**src/rtl/spi_sck_gen.sv**
```systemverilog
// spi_sck_gen
//   SPI master serial-clock controller. Runs from clk and produces SCK plus
//   one-cycle Shift_en / Sample_en strobes for all four CPOL/CPHA modes. A
//   programmable half-period divider and a frame-length edge counter are built
//   in, so no external baud clock is needed.
//
//   Optional feature macro: SPI_SCK_ABORT_EN (adds abort / aborted ports).
//
// Ports
//   clk        system clock, rising edge
//   rst        asynchronous reset, active high
//   CPOL       clock polarity (idle SCK level)
//   CPHA       clock phase
//   BaudDiv    SCK half-period minus one, in clk cycles
//   FrameLen   bits per frame, 1..MAX_BITS (other values: start ignored)
//   start      request one frame, sampled only in IDLE
//   abort      (SPI_SCK_ABORT_EN) cancel the running frame
//   aborted    (SPI_SCK_ABORT_EN) 1-cycle pulse after an abort
//   busy       frame in progress
//   SCK_out    serial clock to the pad
//   Shift_en   1-cycle strobe: drive next MOSI bit
//   Sample_en  1-cycle strobe: capture MISO bit
//   done       1-cycle pulse at frame completion
//
// state  | meaning
// IDLE   | SCK follows CPOL, waiting for a valid start
// ACTIVE | toggling SCK every BaudDiv_l+1 cycles, 2*FrameLen_l edges
// GUARD  | SCK held at CPOL_l for one half-period, then done

module spi_sck_gen #(
  parameter int DIV_W    = 8,
  parameter int MAX_BITS = 32,
  parameter int LEN_W    = 6
) (
  input  logic             clk,
  input  logic             rst,
  input  logic             CPOL,
  input  logic             CPHA,
  input  logic [DIV_W-1:0] BaudDiv,
  input  logic [LEN_W-1:0] FrameLen,
  input  logic             start,
`ifdef SPI_SCK_ABORT_EN
  input  logic             abort,
  output logic             aborted,
`endif
  output logic             busy,
  output logic             SCK_out,
  output logic             Shift_en,
  output logic             Sample_en,
  output logic             done
);

  typedef enum logic [1:0] {IDLE = 2'd0, ACTIVE = 2'd1, GUARD = 2'd2} state_t;

  localparam logic [LEN_W:0] MAX_L = (LEN_W+1)'(MAX_BITS);

  state_t           state, state_nxt;
  logic [DIV_W-1:0] cnt, div_l;
  logic [LEN_W:0]   edge_cnt, edge_num;
  logic [LEN_W-1:0] len_l;
  logic             cpol_l, cpha_l;
  logic             tc, last_edge, len_ok, abort_hit;
  logic             sck_nxt, shift_nxt, sample_nxt, done_nxt, busy_nxt;

  assign tc        = (cnt == div_l);
  assign edge_num  = edge_cnt + 1'b1;          // number of the edge taken at this tc
  assign last_edge = (edge_num == {len_l, 1'b0});
  assign len_ok    = (FrameLen != '0) && ({1'b0, FrameLen} <= MAX_L);

`ifdef SPI_SCK_ABORT_EN
  logic aborted_nxt;
  assign abort_hit = abort && (state != IDLE);
`else
  assign abort_hit = 1'b0;
`endif

  // Next-state logic. A start in the cycle where done is showing is refused,
  // so a back-to-back frame is accepted one cycle later.
  always_comb begin
    state_nxt = state;
    case (state)
      IDLE:    if (start && !done && len_ok) state_nxt = ACTIVE;
      ACTIVE:  if (tc && last_edge)          state_nxt = GUARD;
      GUARD:   if (tc)                       state_nxt = IDLE;
      default:                               state_nxt = IDLE;
    endcase
    if (abort_hit) state_nxt = IDLE;
  end

  // Output next-values; all outputs are registered in the sequential block.
  always_comb begin
    sck_nxt    = SCK_out;
    shift_nxt  = 1'b0;
    sample_nxt = 1'b0;
    done_nxt   = 1'b0;
    busy_nxt   = busy;
    case (state)
      IDLE: begin
        sck_nxt  = CPOL;
        busy_nxt = (state_nxt == ACTIVE);
      end
      ACTIVE: begin
        if (tc) begin
          sck_nxt = ~SCK_out;
          if (cpha_l) begin
            shift_nxt  = edge_num[0];
            sample_nxt = ~edge_num[0];
          end else begin
            // first bit is preloaded on start, so no shift after the final edge
            sample_nxt = edge_num[0];
            shift_nxt  = ~edge_num[0] && !last_edge;
          end
        end
      end
      GUARD: begin
        sck_nxt = cpol_l;
        if (tc) begin
          done_nxt = 1'b1;
          busy_nxt = 1'b0;
        end
      end
      default: sck_nxt = cpol_l;
    endcase
    if (abort_hit) begin
      sck_nxt    = cpol_l;
      shift_nxt  = 1'b0;
      sample_nxt = 1'b0;
      done_nxt   = 1'b0;
      busy_nxt   = 1'b0;
    end
`ifdef SPI_SCK_ABORT_EN
    aborted_nxt = abort_hit;
`endif
  end

  always_ff @(posedge clk or posedge rst) begin
    if (rst) begin
      state     <= IDLE;
      cnt       <= '0;
      edge_cnt  <= '0;
      div_l     <= '0;
      len_l     <= '0;
      cpol_l    <= 1'b0;
      cpha_l    <= 1'b0;
      SCK_out   <= 1'b0;
      Shift_en  <= 1'b0;
      Sample_en <= 1'b0;
      done      <= 1'b0;
      busy      <= 1'b0;
`ifdef SPI_SCK_ABORT_EN
      aborted   <= 1'b0;
`endif
    end else begin
      state     <= state_nxt;
      SCK_out   <= sck_nxt;
      Shift_en  <= shift_nxt;
      Sample_en <= sample_nxt;
      done      <= done_nxt;
      busy      <= busy_nxt;
`ifdef SPI_SCK_ABORT_EN
      aborted   <= aborted_nxt;
`endif
      case (state)
        IDLE: begin
          cnt      <= '0;
          edge_cnt <= '0;
          if (state_nxt == ACTIVE) begin
            cpol_l <= CPOL;
            cpha_l <= CPHA;
            div_l  <= BaudDiv;
            len_l  <= FrameLen;
          end
        end
        ACTIVE: begin
          if (tc) begin
            cnt      <= '0;
            edge_cnt <= edge_num;
          end else begin
            cnt <= cnt + 1'b1;
          end
        end
        GUARD:   cnt <= tc ? '0 : cnt + 1'b1;
        default: cnt <= '0;
      endcase
      if (abort_hit) begin
        cnt      <= '0;
        edge_cnt <= '0;
      end
    end
  end

endmodule

```
**config.mk**
```make
export PLATFORM = sky130hd
export DESIGN_NAME = spi_sck_gen
export DESIGN_NICKNAME = d
export VERILOG_FILES = /design/src/rtl/spi_sck_gen.sv
export SDC_FILE = /design/constraint.sdc
export NUM_CORES = 1
export LEC_CHECK = 0
export ABC_AREA = 0
export BUFFER_PORTS_ARGS = -buffer_cell sky130_fd_sc_hd__buf_2
export CORE_ASPECT_RATIO = 0.75
export CORE_UTILIZATION = 40
export CTS_BUF_LIST = sky130_fd_sc_hd__clkbuf_8
export DETAILED_ROUTE_END_ITERATION = 16
export REMOVE_ABC_BUFFERS = 1
export SKIP_CTS_REPAIR_TIMING = 1
export SYNTH_ARGS = -nofsm -noshare
export SYNTH_HDL_FRONTEND = slang
export SYNTH_SLANG_ARGS = --single-unit
```
**constraint.sdc**
```tcl
create_clock -name clk -period 8.1 [get_ports clk]
set_input_delay 1.215 -clock clk [delete_from_list [all_inputs] [get_ports clk]]
set_output_delay 1.215 -clock clk [all_outputs]
set_load 0.1 [all_outputs]
```
==> metrics.cfg, run 1 <==
[outcome]
outcome = completed

[synthesis]
syn_area_per_cell_um2 = 11.1
yosysSeqAreaShare_pct = 45.4
synth_flop_cell = sky130_fd_sc_hd__dfrtp_1
synth_async_sr_flop_share_pct = 100
number_of_warning_messages_in_the_yosys_log = 0
synthDistinctLibCells = 41
yosys.area.top_type = sky130_fd_sc_hd__dfrtp_1
netlist_area_before_placement_um2 = 2100
postSynthRegisterBits = 38
synthCells = 189
synth_largest_type_area_fraction_pct = 45.4
number_of_synthesized_flops_with_an_enable_pin = 0
ys_top_cells_by_area = sky130_fd_sc_hd__dfrtp_1 (45%), sky130_fd_sc_hd__xnor2_1 (7.1%), sky130_fd_sc_hd__mux2_4 (6.4%), sky130_fd_sc_hd__mux2_2 (3.8%), sky130_fd_sc_hd__ha_1 (3.6%)

[final_layout]
finish.cell_count_without_fillers = 275
mostFrequentLayoutCell = sky130_fd_sc_hd__dfrtp_1
antennaDiodeCount = 0
most-common-layout-cells = sky130_fd_sc_hd__dfrtp_1 (38), sky130_fd_sc_hd__buf_2 (23), sky130_fd_sc_hd__xnor2_1 (17)
syn2layout_area_growth_pct = 11.8
finish.net_count = 239
drive_above_1_share_pct = 24.7

[clock_tree]
clk_path_buf_depth = 2
cts_max_level = 2
cts_buffers = 5
worst_setup_hold_path_clk_slew_ps = 80
clock_sink_total = 38
cts_tree = yes
clkLatencyLatePin_ps = 290
cts.root.buffer_cell = sky130_fd_sc_hd__clkbuf_8

[worst_setup_path]
critPathArrivalTime_ps = 3370
crit_path_end_kind = register
data_required_time_at_the_worst_endpoint_ps = 8280
worstSetupPathType = reg -> reg
cp-start-kind = register
reg2reg_depth = 6
worstPathMaxFanout = 17

[floorplan]
fp.dieArea_um2 = 5540
initial_utilization_pct = 42.3
rows = 22
dieHeight_um = 64.7
placeableCoreArea_um2 = 4950
die_width_um = 85.6
io_pins = 24

[global_route]
grt_util_all_layers_pct = 16.7
grt.overflow.total = 0
grt_pass1_vias = 1404
grt_antenna_before_repair = 0
pin_count_of_the_biggest_net_entering_global_routing = 39
global_route_wire_length_before_repair_mm = 7.16

[sta]
worst_slew_margin_rel_pct = 31.7
setup-violations-final = 0
fin_tns_setup_ps = 0
timing.final.hold_violations = 0
slew_violations = 0
clock.fmax_mhz = 313
final.setup_skew_ps = 1.93
fin_crit_sh_pct = 39.4
rsz0062_at_grt = no
period_minus_slack_ps = 3190
worst_slew_pin_slew_ps = 1020
timing.final.ws_setup_ps = 4910

[pwr]
cellPowerDensity_nw_per_um2 = 308
power_frac_comb_pct = 36.3
p_sw_share_pct = 37.3
switchingPower_uw = 269
pwr-share-seq_pct = 45.0
internal_power_uw = 453
vdd_ir_max_uv = 142
static-leakage-power_uw = 0.00108
power.clock.fraction_pct = 18.7

[drt]
detailed_route_wire_length_per_cell_um = 14.7
drt_drc_violations_left = 0
num_vias = 1484
dr.pass1.iters = 4
drtAntennaViolNets = 0
drt_wirelength_mm = 4.04
detail_route.vias_per_cell = 5.40
drt_first_iter_violations = 112

[run]
number_of_maximum_capacitance_violations = 0

[placement]
portBuffers = 23
globalplace.congestion = 0.779
placed_cells = 267
post-place-ws_ps = 4680
place_hpwl_mm = 2.87

[hold_path]
worst_hold_path_type = reg -> reg
worstHoldPathCells = 1

[metrics by stage]
stage	util (%)	power [µW]	hold WS (ps)	area, µm²
finish	47.3	722	525	2340
global route	47.3	772	553	2340
CTS	47.3	729	532	2340
detailed placement	45.5	591	503	2250
global placement	45.5	586	500	2250
floorplan	-	537	467	2050
[power groups by stage]
stage / Combinational, µW / Sequential (µW) / Clock (µW)
global placement: 259 / 328 / 0
global route: 290 / 335 / 147
finish: 262 / 325 / 135
floorplan: 188 / 349 / 0
detailed placement: 264 / 327 / 0
CTS: 264 / 325 / 140
[final timing paths]
path,from,to,slack [ps]
max in group asynchronous,rst,div_l[6]$_DFFE_PP0P_,6720
min,cpol_l$_DFFE_PP0P_,cpol_l$_DFFE_PP0P_,530
min in group asynchronous,rst,div_l[7]$_DFFE_PP0P_,1030
max reg2reg,cnt[0]$_DFF_PP0_,div_l[5]$_DFFE_PP0P_,4910
min reg2reg,cpol_l$_DFFE_PP0P_,cpol_l$_DFFE_PP0P_,530
max,cnt[0]$_DFF_PP0_,div_l[5]$_DFFE_PP0P_,4910
[logic make-up after synthesis]
logic type	Yosys count	share of synthesized area, %
simple gates	50	12.7
flops	38	45.4
buf+inv	15	3.58
compound gates	39	14.1
mux	16	10.2
fa+ha+maj	6	3.58
xor+xnor	25	10.4
[per-layer routing]
metal	track usage, %	wire, µm	vias to the layer above
li1	-	-	729
met5	0	0	-
met2	22.4	1500	60
met4	5.00	26	0
met3	3.44	226	2
met1	26.4	2280	693
[cells in the mapped netlist, types with 2 or more instances]
library cell / count
sky130_fd_sc_hd__a22o_1: 2
sky130_fd_sc_hd__o21ai_0: 8
sky130_fd_sc_hd__o31ai_1: 2
sky130_fd_sc_hd__nor2_1: 13
sky130_fd_sc_hd__o211ai_1: 3
sky130_fd_sc_hd__and2_1: 2
sky130_fd_sc_hd__nand3_1: 11
sky130_fd_sc_hd__a31oi_1: 4
sky130_fd_sc_hd__nand4_1: 4
sky130_fd_sc_hd__mux2_2: 7
sky130_fd_sc_hd__dfrtp_1: 38
sky130_fd_sc_hd__and3_1: 4
sky130_fd_sc_hd__xor2_1: 8
sky130_fd_sc_hd__inv_1: 9
sky130_fd_sc_hd__and3b_1: 2
sky130_fd_sc_hd__nor3_1: 3
sky130_fd_sc_hd__clkbuf_1: 3
sky130_fd_sc_hd__a21oi_1: 5
sky130_fd_sc_hd__nand2_1: 7
sky130_fd_sc_hd__ha_1: 6
sky130_fd_sc_hd__mux2_4: 9
sky130_fd_sc_hd__o22ai_1: 2
sky130_fd_sc_hd__xnor2_1: 17
sky130_fd_sc_hd__buf_2: 2
sky130_fd_sc_hd__o21bai_1: 2
[flip-flops by register name, indices dropped and copies added, names as in the netlist]
signal,count
Shift_en,1
done,1
edge_cnt,7
cpha_l,1
busy,1
div_l,8
state,2
SCK_out,1
len_l,6
Sample_en,1
cnt,8
cpol_l,1
[cell type report]
type / instances / area [µm²]
multi-input combinational: 136 / 1070
clock inverter: 2 / 8.76
clock buffer: 6 / 82.6
sequential: 38 / 951
fill: 479 / 2610
inverter: 9 / 33.8
timing repair buffer: 24 / 123
tap: 60 / 75.1
[worst max-delay path: stages, from the launching register on]
cell	delay [ps]
sky130_fd_sc_hd__dfrtp_1	450
sky130_fd_sc_hd__xnor2_1	170
sky130_fd_sc_hd__nand4_1	250
sky130_fd_sc_hd__nor2_1	850
sky130_fd_sc_hd__a31oi_1	280
sky130_fd_sc_hd__o22ai_4	660
sky130_fd_sc_hd__mux2_2	410
(Power assumes the default switching activity.)
==> run 2, diff against run 1 <==
Clock period 8.1 ns to 3.27 ns, I/O delays scaled along.
==> run 2 against run 1 <==
Global-route usage rose by 0.53 points; highest routed layer unchanged; design area rose by 0.43%; first-iteration DRC count fell by 23%; sequential share of layout area fell by 0.17 points; combinational power rose by 150%; clock power rose by 120%; critical path type unchanged.
==> metrics.cfg, run 2 (same netlist as run 1, synthesis figures left out) <==
[outcome]
outcome = completed

[global_route]
grt.overflow.total = 0
grt_antenna_before_repair = 0
grt_util_all_layers_pct = 17.3
grt_pass1_vias = 1404
global_route_wire_length_before_repair_mm = 7.28
pin_count_of_the_biggest_net_entering_global_routing = 39

[pwr]
static-leakage-power_uw = 0.00108
cellPowerDensity_nw_per_um2 = 752
vdd_ir_max_uv = 300

[floorplan]
die_width_um = 85.6
dieHeight_um = 64.7
fp.dieArea_um2 = 5540
rows = 22
io_pins = 24
initial_utilization_pct = 42.3
placeableCoreArea_um2 = 4950

[clock_tree]
clk_path_buf_depth = 2
cts_tree = yes
worst_setup_hold_path_clk_slew_ps = 70
clock_sink_total = 38
clkLatencyLatePin_ps = 290
cts.root.buffer_cell = sky130_fd_sc_hd__clkbuf_8
cts_max_level = 2
cts_buffers = 5

[drt]
dr.pass1.iters = 4
detail_route.vias_per_cell = 5.40
num_vias = 1496
detailed_route_wire_length_per_cell_um = 15.1
drt_drc_violations_left = 0
drt_first_iter_violations = 86
drt_wirelength_mm = 4.19
drtAntennaViolNets = 0

[worst_setup_path]
critPathArrivalTime_ps = 3080
data_required_time_at_the_worst_endpoint_ps = 3450
r2r_start = edge_cnt[0]$_DFFE_PP0P_
reg2reg_depth = 8
rr_endpoint = len_l[0]$_DFFE_PP0P_
cp-start-kind = register
worstSetupPathType = reg -> reg
rrSetupSlack_ps = 370
crit_path_end_kind = register
worstPathMaxFanout = 11

[placement]
place_hpwl_mm = 3.09
portBuffers = 23
placed_cells = 270
globalplace.congestion = 0.772
post_dp_cell_area_um2 = 2270

[final_layout]
mostFrequentLayoutCell = sky130_fd_sc_hd__dfrtp_1
drive_above_1_share_pct = 25.8
finish.cell_count_without_fillers = 277
final_util_pct = 47.5
antennaDiodeCount = 0
final_area_um2 = 2350
finish.net_count = 242
largest_registers = cnt (8), div_l (8), edge_cnt (7)
most-common-layout-cells = sky130_fd_sc_hd__dfrtp_1 (38), sky130_fd_sc_hd__buf_2 (23), sky130_fd_sc_hd__xnor2_1 (17)
nFillCells = 477
syn2layout_area_growth_pct = 12.3

[sta]
clock.fmax_mhz = 344
fin_crit_sh_pct = 88.8
final.hold.worst_slack_ps = 308
period_minus_slack_ps = 2900
rsz0062_at_grt = no
worst_slew_margin_rel_pct = 57.7
fin_tns_setup_ps = 0
slew_violations = 0
setup-violations-final = 0
timing.final.hold_violations = 0
worst_slew_pin_slew_ps = 630
final.setup_skew_ps = 8.78

[hold_path]
worst_hold_path_type = in -> async

[run]
number_of_maximum_capacitance_violations = 0

## run 2: worst max-delay path, stage by stage (launching register included)
cell,delay [ps]
sky130_fd_sc_hd__dfrtp_1,450
sky130_fd_sc_hd__ha_1,330
sky130_fd_sc_hd__and3_4,230
sky130_fd_sc_hd__and4_1,190
sky130_fd_sc_hd__nor4b_2,410
sky130_fd_sc_hd__a31oi_1,200
sky130_fd_sc_hd__o22ai_4,340
sky130_fd_sc_hd__buf_4,290
sky130_fd_sc_hd__mux2_2,350
## run 2: worst max-delay path by stage
stage | endpoint | cells past startpoint | slack, ps | from
6_report | len_l[0]$_DFFE_PP0P_ | 8 | 370 | edge_cnt[0]$_DFFE_PP0P_
3_3_place_gp | len_l[0]$_DFFE_PP0P_ | 8 | 440 | edge_cnt[0]$_DFFE_PP0P_
2_1_floorplan | div_l[1]$_DFFE_PP0P_ | 6 | 460 | done$_DFF_PP0_
4_1_cts | len_l[0]$_DFFE_PP0P_ | 8 | 360 | edge_cnt[0]$_DFFE_PP0P_
3_5_place_dp | div_l[2]$_DFFE_PP0P_ | 8 | 360 | edge_cnt[0]$_DFFE_PP0P_
5_1_grt | len_l[0]$_DFFE_PP0P_ | 8 | 240 | edge_cnt[0]$_DFFE_PP0P_
## run 2: final cells by class
type / instances / area (µm²) / area share (%)
Clock inverter: 2 / 10.0 / 0.425
Clock buffer: 5 / 68.8 / 2.92
Multi-Input combinational cell: 136 / 1070 / 45.5
Tap cell: 60 / 75.1 / 3.19
Sequential cell: 38 / 951 / 40.4
Timing Repair Buffer: 27 / 145 / 6.17
Inverter: 9 / 33.8 / 1.44
## run 2: stage by stage
stage | power, µW | worst slack, ps
5_1_grt | 1890 | 236
6_report | 1770 | 367
3_5_place_dp | 1470 | 359
4_1_cts | 1790 | 362
2_1_floorplan | 1330 | 456
3_3_place_gp | 1460 | 440
## run 2: layer usage
metal / track usage (%) / vias up / share of wire [%]
met4: 6.25 / 0 / 1.3
met5: 0 / - / 0
met1: 27.1 / 718 / 57
met3: 3.95 / 5 / 4.1
met2: 22.5 / 33 / 37
li1: - / 740 / -
## run 2: report_power, final
part	total (µW)	internal (µW)	leakage (µW)	switching (µW)
Sequential	815	641	0.000473	174
Clock	303	143	0.0000438	160
Combinational	651	316	0.000564	335
Total	1770	1100	0.00108	669
